## src/rtl/counter_sequencer_if.sv

```systemverilog
// rtl/counter_sequencer_if.sv - request/grant/counter bundle for counter_sequencer; COUNTER_SEQ_ABORT_EN adds abort/aborted
interface counter_sequencer_if #(
    parameter int NREQ = 4,
    parameter int CW   = 3
);
    localparam int IDW = $clog2(NREQ);

    logic [NREQ-1:0]    req;
    logic [NREQ*CW-1:0] len;
    logic [NREQ-1:0]    grant;
    logic               busy;
    logic [CW-1:0]      count;
    logic               done;
    logic [IDW-1:0]     done_id;
`ifdef COUNTER_SEQ_ABORT_EN
    logic               abort;
    logic               aborted;

    modport master (
        output req, len, abort,
        input  grant, busy, count, done, done_id, aborted
    );
    modport slave (
        input  req, len, abort,
        output grant, busy, count, done, done_id, aborted
    );
`else
    modport master (
        output req, len,
        input  grant, busy, count, done, done_id
    );
    modport slave (
        input  req, len,
        output grant, busy, count, done, done_id
    );
`endif
endinterface

```

## src/rtl/counter_sequencer.sv

```systemverilog
// rtl/counter_sequencer.sv - round-robin sharing of one up-counter among requesters; COUNTER_SEQ_ABORT_EN adds run abort
module counter_sequencer #(
    parameter int NREQ = 4,
    parameter int CW   = 3
) (
    input  logic              clk,
    input  logic              rst,
    counter_sequencer_if.slave bus
);
    localparam int IDW = $clog2(NREQ);

    typedef enum logic [1:0] {IDLE, RUN, DONE} state_t;

    state_t          state;
    logic [NREQ-1:0] grant_q;
    logic            busy_q;
    logic [CW-1:0]   count_q;
    logic [CW-1:0]   target_q;
    logic            done_q;
    logic [IDW-1:0]  done_id_q;
    logic [IDW-1:0]  served_q;
    logic [IDW-1:0]  ptr_q;

    logic            pick_valid;
    logic [IDW-1:0]  pick_idx;
    logic [CW-1:0]   pick_len;
    logic [IDW-1:0]  ptr_next;
    logic            abort_hit;

`ifdef COUNTER_SEQ_ABORT_EN
    logic            aborted_q;
    assign abort_hit   = bus.abort;
    assign bus.aborted = aborted_q;
`else
    assign abort_hit   = 1'b0;
`endif

    assign bus.grant   = grant_q;
    assign bus.busy    = busy_q;
    assign bus.count   = count_q;
    assign bus.done    = done_q;
    assign bus.done_id = done_id_q;

    // First requesting index at or above the pointer, wrapping; scanning downward lets the nearest one win.
    always_comb begin
        pick_valid = 1'b0;
        pick_idx   = '0;
        for (int k = NREQ - 1; k >= 0; k--) begin
            if (bus.req[(int'(ptr_q) + k) % NREQ]) begin
                pick_valid = 1'b1;
                pick_idx   = IDW'((int'(ptr_q) + k) % NREQ);
            end
        end
    end

    assign pick_len = bus.len[int'(pick_idx) * CW +: CW];
    assign ptr_next = (served_q == IDW'(NREQ - 1)) ? '0 : served_q + 1'b1;

    // Sequencer: arbitrate in IDLE, count in RUN, pulse completion in DONE; all outputs registered here.
    always_ff @(posedge clk or posedge rst) begin
        if (rst) begin
            state     <= IDLE;
            grant_q   <= '0;
            busy_q    <= 1'b0;
            count_q   <= '0;
            target_q  <= '0;
            done_q    <= 1'b0;
            done_id_q <= '0;
            served_q  <= '0;
            ptr_q     <= '0;
`ifdef COUNTER_SEQ_ABORT_EN
            aborted_q <= 1'b0;
`endif
        end else begin
            case (state)
                IDLE: begin
                    done_q <= 1'b0;
`ifdef COUNTER_SEQ_ABORT_EN
                    aborted_q <= 1'b0;
`endif
                    if (pick_valid) begin
                        grant_q  <= NREQ'(1) << pick_idx;
                        busy_q   <= 1'b1;
                        count_q  <= '0;
                        target_q <= pick_len;
                        served_q <= pick_idx;
                        state    <= RUN;
                    end
                end
                RUN: begin
                    if (abort_hit || count_q == target_q) begin
                        grant_q   <= '0;
                        busy_q    <= 1'b0;
                        count_q   <= '0;
                        done_q    <= 1'b1;
                        done_id_q <= served_q;
                        ptr_q     <= ptr_next;
`ifdef COUNTER_SEQ_ABORT_EN
                        aborted_q <= abort_hit;
`endif
                        state     <= DONE;
                    end else begin
                        count_q <= count_q + 1'b1;
                    end
                end
                DONE: begin
                    done_q <= 1'b0;
`ifdef COUNTER_SEQ_ABORT_EN
                    aborted_q <= 1'b0;
`endif
                    state  <= IDLE;
                end
                default: begin
                    grant_q <= '0;
                    busy_q  <= 1'b0;
                    count_q <= '0;
                    done_q  <= 1'b0;
                    state   <= IDLE;
                end
            endcase
        end
    end
endmodule
```

## src/flat_wrapper.sv

```systemverilog
// flat-port wrapper written by rule: the top's interface ports become plain ports
module counter_sequencer_flat 
#(
    parameter int NREQ = 4,
    parameter int CW   = 3
)
  (clk, rst, bus_req, bus_len, bus_grant, bus_busy, bus_count, bus_done, bus_done_id);
  counter_sequencer_if #(.NREQ(NREQ), .CW(CW)) bus_i ();
  input  logic clk;
  input  logic rst;
  input wire logic [$bits(bus_i.req)-1:0] bus_req;
  input wire logic [$bits(bus_i.len)-1:0] bus_len;
  output wire logic [$bits(bus_i.grant)-1:0] bus_grant;
  output wire logic [$bits(bus_i.busy)-1:0] bus_busy;
  output wire logic [$bits(bus_i.count)-1:0] bus_count;
  output wire logic [$bits(bus_i.done)-1:0] bus_done;
  output wire logic [$bits(bus_i.done_id)-1:0] bus_done_id;
  assign bus_i.req = bus_req;
  assign bus_i.len = bus_len;
  assign bus_grant = bus_i.grant;
  assign bus_busy = bus_i.busy;
  assign bus_count = bus_i.count;
  assign bus_done = bus_i.done;
  assign bus_done_id = bus_i.done_id;
  counter_sequencer #(.NREQ(NREQ), .CW(CW)) u_core (.clk(clk), .rst(rst), .bus(bus_i));
endmodule
```

## config.mk

```make
export PLATFORM = sky130hd
export DESIGN_NAME = counter_sequencer_flat
export DESIGN_NICKNAME = d
export VERILOG_FILES = /design/src/rtl/counter_sequencer_if.sv /design/src/rtl/counter_sequencer.sv /design/src/flat_wrapper.sv
export SDC_FILE = /design/constraint.sdc
export NUM_CORES = 1
export LEC_CHECK = 0
export BUFFER_PORTS_ARGS = -buffer_cell sky130_fd_sc_hd__buf_2
export CORE_AREA = 2 2 50 52
export DETAILED_ROUTE_END_ITERATION = 8
export DIE_AREA = 0 0 52 54
export HOLD_SLACK_MARGIN = 0.1
export PLACE_DENSITY = 0.69
export SKIP_CTS_REPAIR_TIMING = 1
export SYNTH_ARGS = -nofsm -noshare
export SYNTH_HDL_FRONTEND = slang
export SYNTH_SLANG_ARGS = --single-unit
```

## constraint.sdc

```tcl
create_clock -name clk -period 1.65 [get_ports clk]
set_input_delay 0.165 -clock clk [delete_from_list [all_inputs] [get_ports clk]]
set_output_delay 0.165 -clock clk [all_outputs]
set_load 0.05 [all_outputs]
```

==> out/metrics.yaml, run 1 <==
drt:
  ant_nets: 0
  wl_per_cell_microns: 12.62
  via_per_inst: 5.118
  drc: 0
  via_count: 783
  dr.first_iter.drc_count: 6
  wl_microns: 1931
  first_pass_iters: 3
worst_setup_path:
  slowest_delay_ns: 0.44
  crit_arrival_ns: 1.80
  timing.critical_path.buf_inv: 0
  critPathCaptureType: "flop"
  crit_family: "compound AO/OA/AOI/OAI gates"
  reg2reg_from: "u_core.ptr_q[1]"
  required_ns: 1.87
  critPathSlowestCell: "dfrtp_1"
  path_class: "flop to flop"
  start_kind: "flop"
  crit_chain: "mux2i_1 -> nor2_1 -> a311o_1 -> or2_4 -> o221ai_2"
  cp-startpoint: "u_core.ptr_q[1]"
  cp_max_fo: 6
finish:
  nFillCells: 211
  diodes: 0
  layout.area.seq_sq_um: 504.2
  areaGrowthSynthToFinish_pct: 24.02
  layout.nets: 144
  layout-drive-gt1-share: 0.3740
  multi_input_comb_area_sq_um: 440.4
sta:
  final.setup_skew_ns: 0.002066
  hold_violations: 0
  period_minus_slack_ns: 1.572
  setup_slack_ns: 0.07786
  rsz0062_at_grt: "false"
  period_share: 0.9528
  relSlewSlack: 0.6783
  tightest_slew_ns: 0.4781
  maxSlewViolCount: 0
  setup_tns_ns: 0
  final-setup-viol-count: 0
  fmax_mhz: 636.1
floorplanning:
  rows: 18
  io_pins: 29
  start_util: 0.4266
  die_area_sq_um: 2808
  core_area_sq_um: 2320
  die-height_microns: 54
  die_w_microns: 52
yosys:
  synth-seq-area-share: 0.5057
  ys_warn_count: 0
  netlist_instances: 89
  yosys.area.top_type_share: 0.5057
  avgSynthCellArea_sq_um: 11.12
  async_reset_ff_frac: 1.000
  synth_cell_type_count: 28
  yosysTopAreaCell: "dfrtp_1"
  synthTopCellsByArea: "dfrtp_1 (51%), mux2i_1 (8.1%), nand2_1 (4.2%)"
  ys_seq_elements: 20
  yosysMostFrequentCell: "dfrtp_1"
  synthTopCellsByCount: "dfrtp_1 (20), nand2_1 (11), mux2i_1 (8)"
  synth_area_sq_um: 989.7
  synth_flop_cell: "dfrtp_1"
  synth_edf_count: 0
  syn-num-nets: 109
status:
  outcome: "finished, final reports clean"
power:
  ir_worst_vdd_mv: 1.061
  p_leak_nw: 0.6189
  powerDensity_nw_per_um2: 2044
clock_tree:
  cts_root_buffer: "clkbuf_4"
  cts_made_buffers: 3
  cts_tree: "done"
  htree_num_levels: 1
  clkSinkCount: 20
  clockBufferDepth: 2
  clkLatencyLatePin_ns: 0.30
  clk_pin_slew_ns: 0.11
global_routing:
  grtUsageTotal: 0.1469
  grt_max_degree: 21
  grt_pass1_vias: 702
  grt_pass1_wl_microns: 3008
  grt_overflow_total: 0
  antenna_found_initial: 0
place:
  dp_slack_ns: 0.03755
  gp_congestion: 0.7566
  hpwl_microns: 1490
  io_buffers: 28
min_path:
  hold_path_class: "input pin to flop"
  worstHoldStart: "bus_len[1]"
job:
  drv_cap: 0
==> worst reg2reg max path, delay by kind of cell (launching register included) <==
family	cells	cell delay [ns]
flip-flops	1	0.44
multiplexers	1	0.20
AO/OA/AOI/OAI	2	0.53
AND/OR/NAND/NOR	2	0.33
==> worst paths after layout <==
path                                        to  slack, ns  depth (start not counted)
setup / recovery            u_core.target_q[2]       0.08                          5
setup reg to reg            u_core.target_q[2]       0.08                          5
hold reg to reg                u_core.bus.busy       0.49                          1
max in group asynchronous  u_core.bus.count[2]       1.00                          4
hold / removal              u_core.target_q[1]       0.18                          3
min in group asynchronous  u_core.bus.grant[2]       0.42                          4
==> cells in the final DEF, fill, tap and decap left out <==
cell type,synthesis,layout
nor2_2,0,1
nand2b_1,3,3
o221ai_2,2,2
buf_4,0,3
clkbuf_1,0,1
a311o_1,1,1
o2bb2ai_1,3,3
nor4_1,1,1
nor2_1,3,2
nand3_1,1,1
o221ai_1,1,1
o22ai_1,1,1
xnor2_1,3,3
dlygate4sd3_1,0,1
dfrtp_2,0,3
mux2i_1,8,8
a21oi_1,5,5
buf_12,0,1
or3_1,1,1
ha_1,2,2
xor2_1,1,1
or2_4,0,1
clkbuf_4,0,3
dfrtp_1,20,17
nand2_1,11,11
o21ai_0,3,3
mux2_2,3,3
nor3_1,1,1
o21bai_1,1,1
o2bb2ai_2,1,1
o2bb2a_1,1,1
buf_2,1,28
inv_1,7,7
a21o_1,1,1
==> stage by stage <==
stage	power [mW]	hold slack [ns]	util	instance area [sq um]	instances
after detailed placement	2.271	0.2048	0.5113	1186	148
after CTS	2.518	-0.1295	0.5227	1212	152
final	2.509	0.1842	0.5291	1227	153
after global routing	2.681	0.1841	0.5291	1227	153
after global placement	2.238	0.1967	0.5113	1186	148
after floorplan	1.935	0.1286	-	993.5	89
==> layer usage <==
metal  global-route usage  vias to the layer above  share of wire
met2               0.2489                       19           0.49
met4              0.05263                        0          0.012
met1               0.1839                      380           0.45
met5                    0                        -              0
met3              0.03333                        2          0.046
li1                     -                      382              -
==> layout make-up <==
| type | count | share of cell area |
|---|---|---|
| inverter | 7 | 0.02141 |
| tap | 30 | 0.03058 |
| multi-input combinational | 59 | 0.3588 |
| sequential | 20 | 0.4108 |
| clock buffer | 4 | 0.02141 |
| timing repair buffer | 33 | 0.1570 |
==> where the power goes <==
group	total (mW)	internal [mW]	switching, mW
sequential	0.869	0.710	0.159
clock	0.238	0.0942	0.144
combinational	1.40	0.530	0.873
total	2.51	1.33	1.17
==> flip-flops by register name, indices dropped and copies added, names as in the netlist <==
signal and flops:
u_core.state 2, u_core.bus.done_id 2, u_core.target_q 3, u_core.served_q 2
u_core.bus.grant 4, u_core.bus.busy 1, u_core.bus.count 3, u_core.ptr_q 2
u_core.bus.done 1
==> cell families (layout without fill, tap and decap cells) <==
group,after synthesis,after routing,synth area share
DFF,20,20,0.5057
muxes,11,11,0.1150
and+or+nand+nor,22,22,0.1011
AOI/OAI and AO/OA,20,20,0.1631
buffers and inverters,10,44,0.05436
adders and majority gates,2,2,0.02528
xor gates and xnor gates,4,4,0.03540
Power figures use the tool's default switching activity.
==> inputs of run 2 (changes only) <==
CORE_AREA = 2 2 48 50   (was 2 2 50 52)
DIE_AREA = 0 0 50 52   (was 0 0 52 54)
PLACE_DENSITY = 0.75   (was 0.69)
clock period = 1.7 ns   (was 1.65 ns; I/O delays follow)
==> out/metrics.yaml, run 2 (synthesized netlist as in run 1, its figures left out) <==
global_routing:
  grt_pass1_wl_microns: 3180
  grt_max_degree: 21
  grtUsageTotal: 0.1640
  grt_pass1_vias: 780
  antenna_found_initial: 0
  grt_overflow_total: 0
worst_setup_path:
  reg2reg_from: "u_core.ptr_q[1]"
  critPathCaptureType: "flop"
  r2r_cells: 5
  start_kind: "flop"
  timing.critical_path.buf_inv: 0
  cp_max_fo: 6
  crit_chain: "mux2i_1 -> nor2_1 -> a311o_1 -> or2_4 -> o221ai_2"
  crit_family: "compound AO/OA/AOI/OAI gates"
  critPathSlowestCell: "dfrtp_1"
  cp-startpoint: "u_core.ptr_q[1]"
  required_ns: 1.92
  crit_arrival_ns: 1.83
  rr_endpoint: "u_core.target_q[1]"
  cp_num_cells: 5
  ff2ff_setup_slack_ns: 0.09
  slowest_delay_ns: 0.45
  crit_end: "u_core.target_q[1]"
  path_class: "flop to flop"
sta:
  period_share: 0.9475
  relSlewSlack: 0.6742
  setup_tns_ns: 0
  hold_violations: 0
  tightest_slew_ns: 0.4842
  fmax_mhz: 620.8
  setup_slack_ns: 0.08920
  period_minus_slack_ns: 1.611
  final.setup_skew_ns: 0.004822
  hold_slack_ns: 0.1844
  final-setup-viol-count: 0
  maxSlewViolCount: 0
  rsz0062_at_grt: "false"
floorplanning:
  die_w_microns: 50
  core_area_sq_um: 2106
  io_pins: 29
  die-height_microns: 52
  die_area_sq_um: 2600
  rows: 17
  start_util: 0.4700
clock_tree:
  clk_pin_slew_ns: 0.11
  clkSinkCount: 20
  cts_root_buffer: "clkbuf_4"
  cts_made_buffers: 3
  htree_num_levels: 1
  clockBufferDepth: 2
  cts_tree: "done"
  clkLatencyLatePin_ns: 0.29
finish:
  post-route-util: 0.5799
  layout.area.seq_sq_um: 504.2
  largest_reg_flops: 4
  nFillCells: 189
  areaGrowthSynthToFinish_pct: 23.39
  diodes: 0
  layout.nets: 144
  fin_cells: 151
  layout_common_cells: "buf_2 (28), dfrtp_1 (17), nand2_1 (11), mux2i_1 (8), inv_1 (7)"
  postLayoutCellArea_sq_um: 1221
  layout-drive-gt1-share: 0.3821
  mostFrequentLayoutCell: "buf_2"
  multi_input_comb_area_sq_um: 439.2
place:
  gp_congestion: 0.7313
  io_buffers: 28
  place_area_sq_um: 1171
  dp_slack_ns: 0.03009
  hpwl_microns: 1401
  place_inst: 146
power:
  ir_worst_vdd_mv: 1.044
  p_leak_nw: 0.6203
  power.total_mw: 2.431
  powerDensity_nw_per_um2: 1991
drt:
  ant_nets: 0
  wl_microns: 1848
  via_per_inst: 5.205
  drc: 0
  dr.first_iter.drc_count: 1
  wl_per_cell_microns: 12.24
  via_count: 786
  first_pass_iters: 4
status:
  outcome: "finished, final reports clean"
min_path:
  hold_path_class: "input pin to flop"
job:
  drv_cap: 0
[run 2: report_power, final]
part / internal [mW] / total, mW / switching (mW)
Clock: 0.130 / 0.269 / 0.138
Combinational: 0.489 / 1.32 / 0.834
Sequential: 0.689 / 0.840 / 0.151
[run 2: cell type report]
| cell class | count | area share |
|---|---|---|
| Timing Repair Buffer | 33 | 0.1475 |
| Tap cell | 28 | 0.02869 |
| Inverter | 7 | 0.02152 |
| Sequential cell | 20 | 0.4129 |
| Clock buffer | 4 | 0.02971 |
| Multi-Input combinational cell | 59 | 0.3596 |
[run 2: layer usage]
metal / part of all wire / wire (microns) / up-vias / global-route usage
met3: 0.041 / 76 / 4 / 0.02011
li1: - / - / 383 / -
met4: 0.016 / 29 / 0 / 0.09259
met5: 0 / 0 / - / 0
met1: 0.45 / 836 / 379 / 0.2034
met2: 0.49 / 906 / 20 / 0.2763
[run 2: worst register-to-register path, stage by stage (launching register included)]
cell	delay [ns]
dfrtp_1	0.45
mux2i_1	0.23
nor2_1	0.06
a311o_1	0.34
or2_4	0.29
o221ai_2	0.18
[run 2: worst min-delay path by stage]
stage	startpoint	to	slack (ns)	cells after the start
after floorplan	rst	u_core.bus.busy	0.13	1
after global placement	rst	u_core.bus.grant[2]	0.20	3
after detailed placement	rst	u_core.bus.grant[2]	0.21	3
after CTS	rst	u_core.target_q[1]	-0.13	3
after global routing	bus_len[7]	u_core.target_q[1]	0.20	3
final	bus_len[3]	u_core.target_q[0]	0.18	3
